==> config.mk <==
export PLATFORM = sky130hd
export DESIGN_NAME = imm_gen_pipe
export DESIGN_NICKNAME = d
export VERILOG_FILES = /design/src/rtl/imm_pkg.sv /design/src/rtl/imm_decode.sv /design/src/rtl/imm_gen_pipe.sv
export SDC_FILE = /design/constraint.sdc
export NUM_CORES = 1
export LEC_CHECK = 0
export CORE_ASPECT_RATIO = 1.1
export CORE_MARGIN = 4
export CORE_UTILIZATION = 30
export CTS_CLUSTER_SIZE = 12
export DETAILED_ROUTE_END_ITERATION = 6
export GPL_TIMING_DRIVEN = 0
export SLEW_MARGIN = 20
export SYNTH_ARGS = -nofsm -noshare
export SYNTH_HDL_FRONTEND = slang
export SYNTH_SLANG_ARGS = --single-unit
==> constraint.sdc <==
create_clock -name clk -period 2.7 [get_ports clk]
set_input_delay 0.27 -clock clk [delete_from_list [all_inputs] [get_ports clk]]
set_output_delay 0.27 -clock clk [all_outputs]
set_load 0.005 [all_outputs]
==> src/rtl/imm_pkg.sv <==
// rtl/imm_pkg.sv - shared format codes, opcode constants and skid-buffer state encoding
package imm_pkg;

  localparam logic [2:0] FMT_R   = 3'd0;
  localparam logic [2:0] FMT_I   = 3'd1;
  localparam logic [2:0] FMT_S   = 3'd2;
  localparam logic [2:0] FMT_B   = 3'd3;
  localparam logic [2:0] FMT_U   = 3'd4;
  localparam logic [2:0] FMT_J   = 3'd5;
  localparam logic [2:0] FMT_BAD = 3'd7;

  localparam logic [6:0] OP_LOAD   = 7'b0000011;
  localparam logic [6:0] OP_IMM    = 7'b0010011;
  localparam logic [6:0] OP_IMM_32 = 7'b0011011;
  localparam logic [6:0] OP_JALR   = 7'b1100111;
  localparam logic [6:0] OP_STORE  = 7'b0100011;
  localparam logic [6:0] OP_BRANCH = 7'b1100011;
  localparam logic [6:0] OP_LUI    = 7'b0110111;
  localparam logic [6:0] OP_AUIPC  = 7'b0010111;
  localparam logic [6:0] OP_JAL    = 7'b1101111;
  localparam logic [6:0] OP_OP     = 7'b0110011;
  localparam logic [6:0] OP_OP_32  = 7'b0111011;

  typedef enum logic [1:0] {
    SKID_EMPTY = 2'd0,
    SKID_ONE   = 2'd1,
    SKID_FULL  = 2'd2
  } skid_state_t;

endpackage

==> src/rtl/imm_decode.sv <==
// rtl/imm_decode.sv - combinational RISC-V opcode decode and immediate extraction
// Ports:
//   instruction  in   32    raw instruction
//   immediate    out  XLEN  sign-extended immediate (0 for R and BAD)
//   fmt          out  3     format code (FMT_*)
//   illegal      out  1     opcode not recognised
module imm_decode
  import imm_pkg::*;
#(
  parameter int XLEN = 64
) (
  input  logic [31:0]     instruction,
  output logic [XLEN-1:0] immediate,
  output logic [2:0]      fmt,
  output logic            illegal
);

  logic        s;
  logic [31:0] imm32;

  assign s = instruction[31];

  // Every legal opcode ends in 2'b11, so encodings with other low bits fall to default.
  always_comb begin
    imm32   = 32'd0;
    fmt     = FMT_BAD;
    illegal = 1'b1;
    case (instruction[6:0])
      OP_LOAD, OP_IMM, OP_IMM_32, OP_JALR: begin
        fmt     = FMT_I;
        illegal = 1'b0;
        imm32   = {{20{s}}, instruction[31:20]};
      end
      OP_STORE: begin
        fmt     = FMT_S;
        illegal = 1'b0;
        imm32   = {{20{s}}, instruction[31:25], instruction[11:7]};
      end
      OP_BRANCH: begin
        fmt     = FMT_B;
        illegal = 1'b0;
        imm32   = {{19{s}}, s, instruction[7], instruction[30:25], instruction[11:8], 1'b0};
      end
      OP_LUI, OP_AUIPC: begin
        fmt     = FMT_U;
        illegal = 1'b0;
        imm32   = {instruction[31:12], 12'd0};
      end
      OP_JAL: begin
        fmt     = FMT_J;
        illegal = 1'b0;
        imm32   = {{11{s}}, s, instruction[19:12], instruction[20], instruction[30:21], 1'b0};
      end
      OP_OP, OP_OP_32: begin
        fmt     = FMT_R;
        illegal = 1'b0;
      end
      default: begin
        fmt     = FMT_BAD;
        illegal = 1'b1;
      end
    endcase
  end

  // All formats fit in 32 bits; widen to XLEN by sign extension from bit 31.
  assign immediate = XLEN'($signed(imm32));

endmodule

==> src/rtl/imm_gen_pipe.sv <==
// rtl/imm_gen_pipe.sv - pipelined immediate generator with two-entry skid buffer
// Ports:
//   clk, reset      in   rising-edge clock, synchronous active-high reset
//   in_valid        in   instruction present
//   in_ready        out  block can accept (registered state only)
//   instruction     in   32-bit raw instruction
//   out_valid       out  result present in head register
//   out_ready       in   consumer accepts
//   immediate       out  XLEN sign-extended immediate
//   fmt             out  format code
//   illegal         out  opcode not recognised
//   illegal_count   out  saturating count of accepted illegal instructions
module imm_gen_pipe
  import imm_pkg::*;
#(
  parameter int XLEN  = 64,
  parameter int CNT_W = 16
) (
  input  logic             clk,
  input  logic             reset,
  input  logic             in_valid,
  output logic             in_ready,
  input  logic [31:0]      instruction,
  output logic             out_valid,
  input  logic             out_ready,
  output logic [XLEN-1:0]  immediate,
  output logic [2:0]       fmt,
  output logic             illegal,
  output logic [CNT_W-1:0] illegal_count
);

  skid_state_t state, state_next;

  logic [XLEN-1:0] dec_imm;
  logic [2:0]      dec_fmt;
  logic            dec_illegal;

  logic [XLEN-1:0] skid_imm;
  logic [2:0]      skid_fmt;
  logic            skid_illegal;

  logic accept, drain;
  logic load_head_new, load_skid, load_head_skid;

  imm_decode #(.XLEN(XLEN)) u_decode (
    .instruction (instruction),
    .immediate   (dec_imm),
    .fmt         (dec_fmt),
    .illegal     (dec_illegal)
  );

  assign in_ready  = (state != SKID_FULL);
  assign out_valid = (state != SKID_EMPTY);
  assign accept    = in_valid & in_ready;
  assign drain     = out_valid & out_ready;

  always_comb begin
    state_next     = state;
    load_head_new  = 1'b0;
    load_skid      = 1'b0;
    load_head_skid = 1'b0;
    case (state)
      SKID_EMPTY: begin
        if (accept) begin
          state_next    = SKID_ONE;
          load_head_new = 1'b1;
        end
      end
      SKID_ONE: begin
        case ({accept, drain})
          2'b11: load_head_new = 1'b1;
          2'b01: state_next    = SKID_EMPTY;
          2'b10: begin
            state_next = SKID_FULL;
            load_skid  = 1'b1;
          end
          default: state_next = SKID_ONE;
        endcase
      end
      SKID_FULL: begin
        // in_ready is low here, so only a drain can happen.
        if (drain) begin
          state_next     = SKID_ONE;
          load_head_skid = 1'b1;
        end
      end
      default: state_next = SKID_EMPTY;
    endcase
  end

  always_ff @(posedge clk) begin
    if (reset) begin
      state         <= SKID_EMPTY;
      immediate     <= '0;
      fmt           <= FMT_R;
      illegal       <= 1'b0;
      skid_imm      <= '0;
      skid_fmt      <= FMT_R;
      skid_illegal  <= 1'b0;
      illegal_count <= '0;
    end else begin
      state <= state_next;
      if (load_head_new) begin
        immediate <= dec_imm;
        fmt       <= dec_fmt;
        illegal   <= dec_illegal;
      end else if (load_head_skid) begin
        immediate <= skid_imm;
        fmt       <= skid_fmt;
        illegal   <= skid_illegal;
      end
      if (load_skid) begin
        skid_imm     <= dec_imm;
        skid_fmt     <= dec_fmt;
        skid_illegal <= dec_illegal;
      end
      if (accept && dec_illegal && (illegal_count != {CNT_W{1'b1}}))
        illegal_count <= illegal_count + 1'b1;
    end
  end

endmodule

Word level (Yosys, flattened, before mapping)

Index checks and enable logic that the tools add are counted.

Add/subtract/negate cells: 1
Equal/unequal tests: 21
Mux-type cells: 20
Bitwise operators: 2
Reductions and logical operators: 10

Operator list:

| operator                                       | count |
|---|---|
| case mux 32 bit (5 select lines)               | 1 |
| two-way mux 64 bit                             | 2 |
| == test 7 x 6 -> 1 bit (second input constant) | 4 |
| == test 7 x 5 -> 1 bit (second input constant) | 3 |
| == test 7 bit (second input constant)          | 3 |
| case mux 3 bit (6 select lines)                | 1 |
| adder 16 x 1 -> 16 bit (second input constant) | 1 |
| != test 16 bit (second input constant)         | 1 |
| case mux 2 bit (3 select lines)                | 2 |
| OR reduction 11 bit                            | 1 |
| two-way mux 1 bit                              | 9 |
| != test 2 bit (second input constant)          | 4 |
| == test 7 x 2 -> 1 bit (second input constant) | 1 |
| == test 2 bit (second input constant)          | 3 |
| two-way mux 3 bit                              | 2 |
| == test 2 x 1 -> 1 bit (second input constant) | 2 |
| two-way mux 2 bit                              | 2 |
| nonzero test 2 bit                             | 2 |
| OR reduction 2 bit                             | 2 |
| OR reduction 4 bit                             | 1 |
| AND reduction 3 bit                            | 1 |
| AND 1 bit                                      | 2 |
| logical AND 1 bit                              | 2 |
| zero test 2 bit                                | 1 |
| case mux 1 bit (2 select lines)                | 1 |

Flip-flop bits (word level): 122
Input bits: 36
Output and inout bits: 86
Logic and storage cells: 62

Longest topological paths before layout

Word-level depth: 6
Mapped depth: 11
Mapped depth without buffers: 8

Modules after synthesis

A second synthesis with hierarchy kept.

Cells, all modules: 832
Area total of the unflattened synthesis: 7101.8 um^2

By module, submodules not included:

| module       | instances | cells an instance | area each (um^2) | sequential area each (um^2) |
|---|---|---|---|---|
| imm_gen_pipe | 1         | 718               | 6296.0           | 3083.0 |
| imm_decode   | 1         | 114               | 805.8            | 0.0 |

Worst setup path before layout

No wires, ideal clock.

Path type: input-to-reg
Start point: input instruction[6]
End point: register illegal_count[5]
Data arrival time: 2.103 ns
Setup slack: 0.476 ns
Stages on the path: 9
Buffers on the path: 4
Path through: buf_6 and3b_1 buf_6 a311o_1 or2_0 buf_2 buf_6 nor4_1 mux2_2

Longest elaborated chain between the ends: 5
Elaborated cells between the ends (all ways): 15
Classes of those cells: eq/ne (11); mux (1); reduce/logical (3)

Ends and longest elaborated chain:

| what                                           | line                | text |
|---|---|---|
| start: declaration                             | imm_gen_pipe.sv:23  | `input logic [31:0] instruction,` |
| == test 7 x 2 -> 1 bit (tied with other cells) | imm_decode.sv:28    | `case (instruction[6:0])` |
| OR reduction 11 bit (no source line) *         | --                  |  |
| two-way mux 1 bit *                            | imm_decode.sv:28    |  |
| logical AND 1 bit * (2 in a row)               | imm_gen_pipe.sv:117 | `if (accept && dec_illegal && (illegal_count != {CNT_W{1'b1}}))` |
| end signal: assignment                         | imm_gen_pipe.sv:118 | `illegal_count <= illegal_count + 1'b1;` |
| end: declaration                               | imm_gen_pipe.sv:29  | `output logic [CNT_W-1:0] illegal_count` |

Mark *: on every way between the ends. The rest lies on a longest branch, timed or not.
A chain may end at the register's enable or synchronous reset.

Final worst setup path

Start point: input instruction[5]
End point: register illegal_count[14]

Same word-level chain as after synthesis.

==> flow_summary.toml <==
[outcome]
status = "completed"

[sta]
rsz0062_at_grt = "no"
setup_viol = 0
min_period_over_period_pct = 95.2
setup_tns_ns = 0
tightest_slew_ns = 1.01
fmax_mhz = 389
finClkSkew_ns = 0.00736
slew_headroom_pct = 31.9
finalHoldViolations = 0
fin_crit_ns = 2.57
slew_violations = 0
whs_ns = 0.298

[synthesis]
synth_edf_count = 0
synthSimpleGateAreaFrac_pct = 22.7
synth-compound-area-share_pct = 20.9
yosys.cell_types.count = 51
synth.top_cell.area_share_pct = 39.9
synth.area.top_cells = "dfxtp_1 (40%), nand2_1 (6.3%), buf_4 (5.3%), a211oi_1 (5.2%), nor2_1 (4.2%)"
synth_top_family_by_area = "simple AND/OR/NAND/NOR gates"
ys_async_sr_fraction_pct = 0
synth_cells = 551
synth_area_sq_um = 4510
synthAdderAreaFrac_pct = 1.11
syn_nets = 591
synth_common_cells = "dfxtp_1 (90), nand2_1 (76), nor2_1 (51)"
yosys.area.top_type = "dfxtp_1"
ys_ff_latch = 90
synthMuxAreaShare_pct = 4.71
synth.most_common_cell = "dfxtp_1"
synthFlopType = "dfxtp_1"
yosysWarnings = 0
synth_xor_area_share_pct = 0.194
syn_area_per_cell_sq_um = 8.19
seq_area_frac_synth_pct = 39.9

[run]
maxCapViolations = 0

[grt]
grt_pass1_wl_um = 23500
grt_max_degree = 35
grt.total_usage_pct = 16.9
overflow = 0
antenna_found_initial = 0
grt_pass1_vias = 4435

[worst_setup_path]
crit_slowest_cell = "clkdlybuf4s50_1"
start_kind = "input port"
cp_max_fo = 10
critPathKind = "input port to flop"
crit_buf_inv = 5
crit_path_cell_trace = "clkdlybuf4s50_1, and3b_1, buf_6, a311o_1, or2_0, buf_2, buf_6, buf_2, o41ai_1, a21oi_1"
end_kind = "flop"
cp_top_family = "buffers and inverters"
cp.arrival_ns = 2.77
cp.required_ns = 2.90
ff2ff_setup_slack_ns = 0.14
critPathMaxStageDelay_ns = 0.51

[floorplan]
io_pins = 122
dieWidth_um = 125
die_height_um = 137
start_util_pct = 31.0
rows = 46
core_area_sq_um = 14600
die_area_sq_um = 17100

[cells_and_area]
nNetsFinal = 719
multi_input_area_sq_um = 2260
seq_area_sq_um = 1800
antenna_cells = 0
final_core_util_pct = 42.8
areaGrowthSynthToFinish_pct = 38.2
drive_above_1_share_pct = 12.0
n_fill_cell = 1455

[pwr]
switching_power_mw = 0.889
powerDensity_nw_per_um2 = 520
switching_share_pct = 27.4
p_seq_share_pct = 44.6
power.total_mw = 3.24
leakage_nw = 2.08
pwr-share-comb_pct = 19.1
p_clk_share_pct = 36.3
vdd_drop_max_v = 0.000288
p_int_mw = 2.35

[routing]
drc_errors = 0
routed_via_density = 5.22
wl_per_cell_um = 16.7
drt_iter0_drc = 338
detail-route-antenna-nets = 0
drt_wl_total_um = 14600
dr.pass1.iters = 4
vias = 4567

[cts]
htree_levels = 3
cts-root-buf = "clkbuf_16"
cts.sinks = 90
clock_path_buffers = 2
clk_pin_slew_worst_paths_ns = 0.07
cts_setup_buffers = 0
holdBufCountCts = 0
cts_made_buffers = 9
tritoncts = "yes"
post_cts_resized = 5
clk-insertion-delay-late_ns = 0.34

[worst_hold_path]
hold_path_class = "input port to flop"

[placement]
port_buffers = 119
gp_congestion = 0.839
post-dp-hpwl_um = 11000
## cell usage in the layout (no fill, tap or decap), types with 7 or more instances in the layout
cell / count
nand2_1: 76
dfxtp_1: 89
a22oi_1: 12
buf_4: 32
mux2_2: 10
or4_1: 7
a31oi_1: 12
clkbuf_16: 9
clkbuf_1: 26
nor3_1: 10
a221oi_1: 17
a211oi_1: 31
clkdlybuf4s50_1: 119
nor2b_1: 7
nor2_1: 48
nand4_1: 12
inv_1: 8
a21oi_1: 37
mux2i_1: 10
nand3_1: 14
## power groups by stage
stage	clock network [mW]	logic, mW	registers (mW)
detailed placement	0	0.620	1.47
finish	1.18	0.619	1.45
global route	1.26	0.671	1.45
global placement	0	0.610	1.47
floorplan	0	0.306	1.46
CTS	1.20	0.625	1.44
## worst register-to-register path: cells and delay by family (launching register included)
kind | cells | cell delay [ns]
flip-flops | 1 | 0.30
multiplexers | 1 | 0.21
buffers and inverters | 3 | 0.70
AND/OR/NAND/NOR | 3 | 0.68
AO/OA/AOI/OAI | 2 | 0.36
adder cells (fa/ha/maj) | 1 | 0.23
## kinds of logic after synthesis
| kind of cell | after synthesis |
|---|---|
| AOI/OAI and AO/OA | 137 |
| buffers and inverters | 86 |
| DFF | 90 |
| xor gates and xnor gates | 1 |
| muxes | 20 |
| and+or+nand+nor | 213 |
| adders and majority gates | 4 |
## cell type report
cell class	count	share of cell area, %
Multi-Input combinational cell	375	36.2
Sequential cell	90	28.9
Timing Repair Buffer	119	19.1
Buffer	76	7.06
Tap cell	192	3.85
Clock buffer	9	3.61
Clock inverter	6	0.783
Inverter	8	0.482
## per-layer routing
layer	global-route usage (%)	wire, um	up-vias	share of wire [%]
met3	4.68	819	15	5.6
met5	0	0	-	0
met1	20.0	6300	2194	43
li1	-	-	2219	-
met4	3.98	203	0	1.4
met2	30.5	7290	139	50
## stage by stage
step                      worst slack (ns)  cells  area, sq um
after CTS                           0.0463    877         6230
final                                0.129    875         6240
after floorplan                      0.476    551         4510
after global routing               0.00647    875         6240
after detailed placement            -0.220    862         5940
after global placement              -0.154    862         5940
## flip-flops by register name, summed over array words and instances (netlist names)
signal and count:
immediate 32, illegal_count 16, illegal 1, skid_fmt 3, skid_illegal 1, state 2
skid_imm 32, fmt 3
## path summary, 6_finish.rpt
check        cells past startpoint                 to           start
max                             10  illegal_count[14]  instruction[5]
max reg2reg                     10      immediate[28]        state[0]
min reg2reg                      2        skid_imm[5]     skid_imm[5]
min                              3        skid_fmt[0]  instruction[6]
No activity file was read; power rests on OpenSTA's default activity.
